File: src/rtl/mem_stream_reader.sv
// mem_stream_reader: linear-burst read master for one wide memory port.
// It issues one word request per cycle from base_addr_i for len_i beats.
// Read data is returned on a valid/ready stream through a registered response FIFO.
// The memory response path has no backpressure, so a new request is only issued
// while (outstanding + fifo_count) < FifoDepth.
// Optional build macro: MEM_STREAM_RD_STALL_CNT_EN adds stall_cnt_o, a saturating
// count of ISSUE cycles stalled on grant or on credits.
module mem_stream_reader #(
  parameter int unsigned AddrWidth = 32,
  parameter int unsigned DataWidth = 64,
  parameter int unsigned LenWidth  = 16,
  parameter int unsigned FifoDepth = 4
) (
  input  logic                 clk_i,
  input  logic                 rst_i,
  input  logic                 start_i,
  input  logic [AddrWidth-1:0] base_addr_i,
  input  logic [LenWidth-1:0]  len_i,
  output logic                 busy_o,
  output logic                 done_o,
  output logic                 mem_req_o,
  output logic [AddrWidth-1:0] mem_addr_o,
  output logic                 mem_we_o,
  input  logic                 mem_gnt_i,
  input  logic                 mem_rvalid_i,
  input  logic [DataWidth-1:0] mem_rdata_i,
  output logic [DataWidth-1:0] data_o,
  output logic                 valid_o,
  input  logic                 ready_i
`ifdef MEM_STREAM_RD_STALL_CNT_EN
  ,
  output logic [31:0]          stall_cnt_o
`endif
);

  localparam int unsigned CntWidth = $clog2(FifoDepth + 1);
  localparam int unsigned PtrWidth = (FifoDepth > 1) ? $clog2(FifoDepth) : 1;
  localparam logic [AddrWidth-1:0] Stride  = AddrWidth'(DataWidth / 8);
  localparam logic [CntWidth:0]    DepthC  = (CntWidth + 1)'(FifoDepth);
  localparam logic [PtrWidth-1:0]  PtrLast = PtrWidth'(FifoDepth - 1);

  typedef enum logic [1:0] {
    S_IDLE  = 2'd0,
    S_ISSUE = 2'd1,
    S_DRAIN = 2'd2,
    S_DONE  = 2'd3
  } state_e;

  state_e                state_q, state_d;
  logic [AddrWidth-1:0]  addr_q, addr_d;
  logic [LenWidth-1:0]   issue_cnt_q, issue_cnt_d;
  logic [LenWidth-1:0]   len_q, len_d;
  logic [CntWidth-1:0]   outst_q, outst_d;
  logic [CntWidth-1:0]   count_q, count_d;
  logic [PtrWidth-1:0]   wptr_q, wptr_d;
  logic [PtrWidth-1:0]   rptr_q, rptr_d;
  logic [DataWidth-1:0]  fifo_q [FifoDepth];
  logic [DataWidth-1:0]  fifo_d [FifoDepth];

  logic credit_ok_s;
  logic grant_s;
  logic push_s;
  logic pop_s;
  logic start_acc_s;
  logic last_grant_s;

  // Handshake and credit decode shared by the FSM and the datapath.
  always_comb begin
    credit_ok_s  = ({1'b0, outst_q} + {1'b0, count_q}) < DepthC;
    grant_s      = mem_req_o & mem_gnt_i;
    // A response with nothing outstanding is a protocol error and is dropped.
    // This also discards late responses that arrive after a reset.
    push_s       = mem_rvalid_i & (outst_q != {CntWidth{1'b0}});
    pop_s        = valid_o & ready_i;
    start_acc_s  = (state_q == S_IDLE) & start_i;
    last_grant_s = grant_s & ((issue_cnt_q + LenWidth'(1)) == len_q);
  end

  // Next-state logic of the transfer FSM.
  always_comb begin
    state_d = state_q;
    case (state_q)
      S_IDLE: begin
        if (start_i) begin
          state_d = (len_i == {LenWidth{1'b0}}) ? S_DONE : S_ISSUE;
        end else begin
          state_d = S_IDLE;
        end
      end
      S_ISSUE: begin
        if (last_grant_s) begin
          state_d = S_DRAIN;
        end else begin
          state_d = S_ISSUE;
        end
      end
      S_DRAIN: begin
        // Finish once nothing is in flight and the last beat leaves the FIFO this cycle.
        if ((outst_q == {CntWidth{1'b0}}) && !mem_rvalid_i && (count_d == {CntWidth{1'b0}})) begin
          state_d = S_DONE;
        end else begin
          state_d = S_DRAIN;
        end
      end
      S_DONE:  state_d = S_IDLE;
      default: state_d = S_IDLE;
    endcase
  end

  // Request address, beat counter, outstanding counter and FIFO bookkeeping.
  always_comb begin
    addr_d      = addr_q;
    issue_cnt_d = issue_cnt_q;
    len_d       = len_q;
    if (start_acc_s) begin
      addr_d      = base_addr_i;
      issue_cnt_d = {LenWidth{1'b0}};
      len_d       = len_i;
    end else if (grant_s) begin
      addr_d      = addr_q + Stride;
      issue_cnt_d = issue_cnt_q + LenWidth'(1);
    end else begin
      addr_d      = addr_q;
      issue_cnt_d = issue_cnt_q;
    end

    case ({grant_s, push_s})
      2'b10:   outst_d = outst_q + CntWidth'(1);
      2'b01:   outst_d = outst_q - CntWidth'(1);
      default: outst_d = outst_q;
    endcase

    case ({push_s, pop_s})
      2'b10:   count_d = count_q + CntWidth'(1);
      2'b01:   count_d = count_q - CntWidth'(1);
      default: count_d = count_q;
    endcase

    fifo_d = fifo_q;
    if (push_s) begin
      fifo_d[wptr_q] = mem_rdata_i;
      wptr_d         = (wptr_q == PtrLast) ? {PtrWidth{1'b0}} : wptr_q + PtrWidth'(1);
    end else begin
      wptr_d         = wptr_q;
    end
    if (pop_s) begin
      rptr_d = (rptr_q == PtrLast) ? {PtrWidth{1'b0}} : rptr_q + PtrWidth'(1);
    end else begin
      rptr_d = rptr_q;
    end
  end

  // State and datapath registers with synchronous reset.
  always_ff @(posedge clk_i) begin
    if (rst_i) begin
      state_q     <= S_IDLE;
      addr_q      <= {AddrWidth{1'b0}};
      issue_cnt_q <= {LenWidth{1'b0}};
      len_q       <= {LenWidth{1'b0}};
      outst_q     <= {CntWidth{1'b0}};
      count_q     <= {CntWidth{1'b0}};
      wptr_q      <= {PtrWidth{1'b0}};
      rptr_q      <= {PtrWidth{1'b0}};
      fifo_q      <= '{default: {DataWidth{1'b0}}};
    end else begin
      state_q     <= state_d;
      addr_q      <= addr_d;
      issue_cnt_q <= issue_cnt_d;
      len_q       <= len_d;
      outst_q     <= outst_d;
      count_q     <= count_d;
      wptr_q      <= wptr_d;
      rptr_q      <= rptr_d;
      fifo_q      <= fifo_d;
    end
  end

  // Output decode from registered state only.
  // The request depends only on registered state, so it cannot be retracted while ungranted.
  always_comb begin
    busy_o     = (state_q != S_IDLE);
    done_o     = (state_q == S_DONE);
    mem_req_o  = (state_q == S_ISSUE) & credit_ok_s;
    mem_addr_o = addr_q;
    mem_we_o   = 1'b0;
    valid_o    = (count_q != {CntWidth{1'b0}});
    data_o     = fifo_q[rptr_q];
  end

`ifdef MEM_STREAM_RD_STALL_CNT_EN
  logic [31:0] stall_cnt_q, stall_cnt_d;

  // Stall counter: ungranted requests plus credit-starved ISSUE cycles, saturating.
  always_comb begin
    if (start_acc_s) begin
      stall_cnt_d = 32'd0;
    end else if ((state_q == S_ISSUE) && !grant_s && (stall_cnt_q != 32'hFFFF_FFFF)) begin
      stall_cnt_d = stall_cnt_q + 32'd1;
    end else begin
      stall_cnt_d = stall_cnt_q;
    end
  end

  // Stall counter register.
  always_ff @(posedge clk_i) begin
    if (rst_i) begin
      stall_cnt_q <= 32'd0;
    end else begin
      stall_cnt_q <= stall_cnt_d;
    end
  end

  assign stall_cnt_o = stall_cnt_q;
`endif

endmodule
File: config.mk
export PLATFORM = sky130hd
export DESIGN_NAME = mem_stream_reader
export DESIGN_NICKNAME = d
export VERILOG_FILES = /design/src/rtl/mem_stream_reader.sv
export SDC_FILE = /design/constraint.sdc
export NUM_CORES = 1
export LEC_CHECK = 0
export CORE_AREA = 2 2 206 208
export DETAILED_ROUTE_END_ITERATION = 7
export DIE_AREA = 0 0 208 210
export PLACE_DENSITY_LB_ADDON = 0.2
export SYNTH_ARGS = -nofsm -noshare
export SYNTH_HDL_FRONTEND = slang
export SYNTH_SLANG_ARGS = --single-unit
File: constraint.sdc
create_clock -name clk_i -period 3.05 [get_ports clk_i]
set_input_delay 0.4575 -clock clk_i [delete_from_list [all_inputs] [get_ports clk_i]]
set_output_delay 0.4575 -clock clk_i [all_outputs]
set_load 0.01 [all_outputs]
Word level (Yosys, flattened, before mapping):

Cells that the tools add are included.

* register bits after elaboration: 332
* input port bits: 118
* output and inout bits: 101
* word-level logic and storage cells: 74

* $add $sub $neg: 9
* order comparisons: 4
* equal/unequal tests: 10
* mux-type cells: 17
* bitwise gates (word level): 8
* reduce and logical (&&, ||, !) cells: 14

Operators with widths (number)
* bitwise mux 256 bit: 1
* two-way mux 64 bit: 3
* binary-select mux 64 bit (select 2 bit): 1
* demux 64 bit (select 2 bit): 1
* two-way mux 32 bit: 2
* adder 32 x 4 -> 32 bit, second input constant: 1
* adder 16 x 1 -> 16 bit, second input constant: 1
* == test 16 bit: 1
* zero test 16 bit: 1
* == test 2 bit, second input constant: 6
* one-hot mux 3 bit (2 select lines): 2
* two-way mux 2 bit: 5
* one-hot mux 2 bit (4 select lines): 1
* adder 3 x 1 -> 3 bit, second input constant: 2
* AND 1 bit: 6
* == test 2 x 1 -> 1 bit, second input constant: 3
* >= comparator 3 bit, second input constant: 2
* zero test 3 bit: 2
* NOT 2 -> 3 bit: 2
* nonzero test 2 bit: 3
* nonzero test 3 bit: 2
* subtractor 3 x 1 -> 3 bit, second input constant: 2
* adder 2 x 1 -> 2 bit, second input constant: 2
* adder 3 x 3 -> 4 bit: 1
* 7 further kinds: 9

Logic depth before layout (Yosys ltp):

* depth after elaboration: 8
* mapped depth: 12
* gate-level depth less buffers: 12

Least setup slack after synthesis:

OpenSTA, ideal clock, no wires.

* path kind: register to register
* from: reg outst_q[1]
* to: reg outst_q[2]
* setup time: 70 ps
* data arrival time: 2430 ps
* required time: 2980 ps
* path slack: 550 ps
* stages on the path, launching flop included: 12
* path buffers: 1
* clock period less this slack: 2500 ps
* path through: dfxtp_1 > ha_1 > nand3_1 > and4_1 > inv_2 > clkbuf_1 > ha_1 > inv_1 > fa_1 > xor2_1 > or3_1 > a21oi_1

* longest elaborated chain between the ends: 6
* elaborated cells on any way between the ends: 12
* classes of those cells: 3 x add/sub; 1 x order compare; 2 x eq/ne; 1 x mux; 3 x bitwise; 2 x reduce/logical

Ends and longest elaborated chain
* from (decl): RTL line 53 `logic [CntWidth-1:0] outst_q, outst_d;`
* from (signal assigned): RTL line 160 `outst_q <= {CntWidth{1'b0}};`
* from (signal assigned): RTL line 170 `outst_q <= outst_d;`
* adder 3 x 3 -> 4 bit: RTL line 69 `credit_ok_s = ({1'b0, outst_q} + {1'b0, count_q}) < DepthC;`
* < comparator 4 x 3 -> 1 bit: RTL line 69
* AND 1 bit: RTL line 183 `mem_req_o = (state_q == S_ISSUE) & credit_ok_s;`
* AND 1 bit: RTL line 70 `grant_s = mem_req_o & mem_gnt_i;`
* == test 2 x 1 -> 1 bit / == test 2 bit (equally long branches): RTL line 127 `case ({grant_s, push_s})`
* one-hot mux 3 bit (2 select lines) / nonzero test 2 bit (equally long branches)

Parallel ways exist; a longest one is shown, timed or not.
A chain may end at the register's enable or synchronous reset.

Worst setup path in the final report:

* from: reg rptr_q[1]
* to: out data_o[28]

* longest elaborated chain between the ends: 4

Ends and longest elaborated chain
* from (decl): RTL line 56 `logic [PtrWidth-1:0] rptr_q, rptr_d;`
* from (signal assigned): RTL line 163 `rptr_q <= {PtrWidth{1'b0}};`
* from (signal assigned): RTL line 173 `rptr_q <= rptr_d;`
* NOT 2 -> 3 bit (not written as such): RTL line 187 `data_o = fifo_q[rptr_q];`
* binary-select mux 64 bit (select 2 bit): RTL line 187
* two-way mux 64 bit (not written as such) (2 in a row): RTL line 187
* to (decl): RTL line 27 `output logic [DataWidth-1:0] data_o,`

No other way between the ends. The select of a mux whose other input is x is not followed.

==> flow_metrics.py <==
metrics = {
    "status": {
        "status": "finished, final reports clean",
    },
    "clocking": {
        "clockBufferDepth": 3,
        "postCtsHoldBufs": 0,
        "clock_latency_ps": 550,
        "htreeDepth": 2,
        "cts.sinks": 332,
        "root_buffer": "clkbuf_16",
        "path_clk_slew_ps": 60,
        "cts_made_buffers": 39,
        "cts_tree": "built",
    },
    "pwr": {
        "leakage_nw": 5.95,
        "p_comb_frac": 0.196,
        "power_density_mw_per_mm2": 656,
        "swShare": 0.274,
        "p_switching_mw": 3.32,
        "irDropWorstVdd_mv": 0.413,
        "internal_power_mw": 8.79,
        "p_clk_frac": 0.405,
        "sequentialPowerShare": 0.398,
    },
    "sta": {
        "report.final.slew_viol_count": 0,
        "fin_tns_setup_ps": 0,
        "hold_ws_ps": 207,
        "tightestPinTransition_ps": 744,
        "finalSetupViolations": 0,
        "rsz0062_at_grt": "no",
        "period_share": 0.898,
        "skew_ps": 9.58,
        "post-route-min-period_ps": 2740,
        "max_freq_ghz": 0.365,
        "hold_violations": 0,
        "relSlewSlack": 0.504,
    },
    "place": {
        "place_congestion": 0.803,
        "io_buffers": 217,
        "dpl.hpwl_um": 24900,
    },
    "synth": {
        "synth_seq_cells": 332,
        "synth_area_leader_cell": "dfxtp_1",
        "syn_area_mm2": 0.0144,
        "synthMuxAreaShare": 0.103,
        "syn-num-nets": 1840,
        "dominantRegCellSynth": "dfxtp_1",
        "synth-edff-count": 0,
        "avgSynthCellArea_um2": 8.40,
        "synthAdderAreaFrac": 0.0131,
        "ys_types": 53,
        "synth-seq-area-share": 0.463,
        "synthSimpleGateAreaFrac": 0.218,
        "synth_top_area_frac": 0.463,
        "synthCells": 1709,
        "yosys_warnings": 0,
        "synth_compound_area_frac": 0.126,
        "synth_top_family_by_area": "simple AND/OR/NAND/NOR gates",
        "synth-xor-area-share": 0.0390,
        "synthArstFlopShare": 0,
        "synth.area.top_cells": "dfxtp_1 46%, nand2_1 15%, mux4_2 10%",
    },
    "worst_setup_path": {
        "crit_chain": "buf_4 > mux4_2 > clkdlybuf4s50_1",
        "cp-start-kind": "flop",
        "crit_family": "buffers and inverters",
        "slowest_stage": "mux4_2",
        "arrival_ps": 2280,
        "worst-path-buf-inv": 2,
        "required_ps": 2590,
        "slowest_delay_ps": 570,
        "cp_max_fo": 11,
        "critPathKind": "flop to output pin",
        "end_kind": "output pin",
    },
    "floorplan": {
        "rows": 75,
        "io_pins": 219,
        "fp.dieArea_mm2": 0.0437,
        "initial_core_util": 0.346,
        "core_area_mm2": 0.0415,
        "fp.dieH_um": 210,
        "die_x_um": 208,
    },
    "global_route": {
        "antenna_found_initial": 2,
        "grt_overflow": 0,
        "grt_pass1_vias": 12400,
        "grt_pass1_wl_um": 67500,
        "grt_start_max_net_pins": 150,
        "grtUsageTotal": 0.192,
    },
    "route": {
        "drt-total-wl_um": 42500,
        "via_count": 12300,
        "avgViaCountPerCell": 5.06,
        "drc": 0,
        "ant_nets": 0,
        "first_pass_iters": 5,
        "wl_per_cell_um": 17.5,
        "drt-initial-drc-count": 787,
    },
    "layout": {
        "nNetsFinal": 1994,
        "synthToLayoutAreaGrowth_pct": 28.5,
        "final_common_cell": "nand2_1",
        "layout_common_cells": "581 x nand2_1, 330 x dfxtp_1, 286 x a21oi_1, 216 x clkdlybuf4s50_1, 64 x mux4_2",
        "drive_gt1_frac": 0.0937,
        "antennaDiodeCount": 0,
    },
    "flow_run": {
        "max_cap_viol_count": 0,
    },
    "hold_path": {
        "hp-class": "input pin to flop",
    },
}
## flip-flops by register name (all words and copies together), names as in the netlist
register and count:
state_q 2, wptr_q 2, fifo_q 256, count_q 3, rptr_q 2, len_q 16
issue_cnt_q 16, mem_addr_o 32, outst_q 3
## cell usage after synthesis, drive strengths merged, types with 7 or more instances
cell type / instances
nor2: 54
clkbuf: 103
nand2: 586
buf: 22
inv: 17
dfxtp: 332
xnor2: 35
a21oi: 286
a211oi: 28
nor3: 18
o21ai: 8
and2: 8
xor2: 29
ha: 11
nand3: 18
mux4: 64
and3: 10
nand4: 20
or3: 7
nor4: 11
## power by group through the flow
stage | clock network (mW) | registers (mW) | logic [mW]
after floorplan | 0 | 4.86 | 1.30
after CTS | 5.02 | 4.83 | 2.40
after global routing | 5.20 | 4.86 | 2.59
after detailed placement | 0 | 4.92 | 2.39
after global placement | 0 | 4.92 | 2.37
final | 4.91 | 4.82 | 2.38
## kinds of logic after synthesis
logic type	Yosys count
other cells	1
flops	332
xor+xnor	64
buf+inv	142
compound gates	336
mux	67
simple gates	753
fa+ha+maj	14
## worst paths after layout
path	slack, ps	from	cells after the start	endpoint
max	310	rptr_q[1]	3	data_o[28]
min	210	rst_i	2	mem_addr_o[0]
max reg2reg	530	outst_q[2]	8	state_q[0]
min reg2reg	450	fifo_q[142]	2	fifo_q[142]
## through the flow
step | std cells | worst slack (ps) | util | instance area [um2] | total power [mW]
final | 2429 | 311 | 0.445 | 18500 | 12.1
after global routing | 2429 | 218 | 0.445 | 18500 | 12.6
after CTS | 2428 | 16.7 | 0.445 | 18400 | 12.3
after detailed placement | 2360 | 335 | 0.412 | 17100 | 7.32
after global placement | 2360 | 377 | 0.412 | 17100 | 7.29
after floorplan | 1709 | 550 | - | 14400 | 6.16
## layout make-up
class                   instances  area (um2)
fillers                      4114       23000
multi-input cells            1235        7180
flip-flops and latches        332        6650
repair buffers                238        2510
clock buffers                  56        1190
well taps                     539         674
clock inverters                12         170
inverters                      17        63.8
## what timing repair did
action	in CTS	in global routing
resized for setup	0	1
setup endpoints to repair	0	14
buffers inserted	0	1
## layer usage
| metal | vias up | GRT usage | part of all wire |
|---|---|---|---|
| li1 | 6093 | - | - |
| met1 | 5870 | 0.233 | 0.42 |
| met2 | 270 | 0.337 | 0.50 |
| met3 | 54 | 0.0475 | 0.059 |
| met4 | 4 | 0.0565 | 0.020 |
| met5 | - | 0 | 0.00064 |
Note: power is estimated with default switching activity, not from simulation.
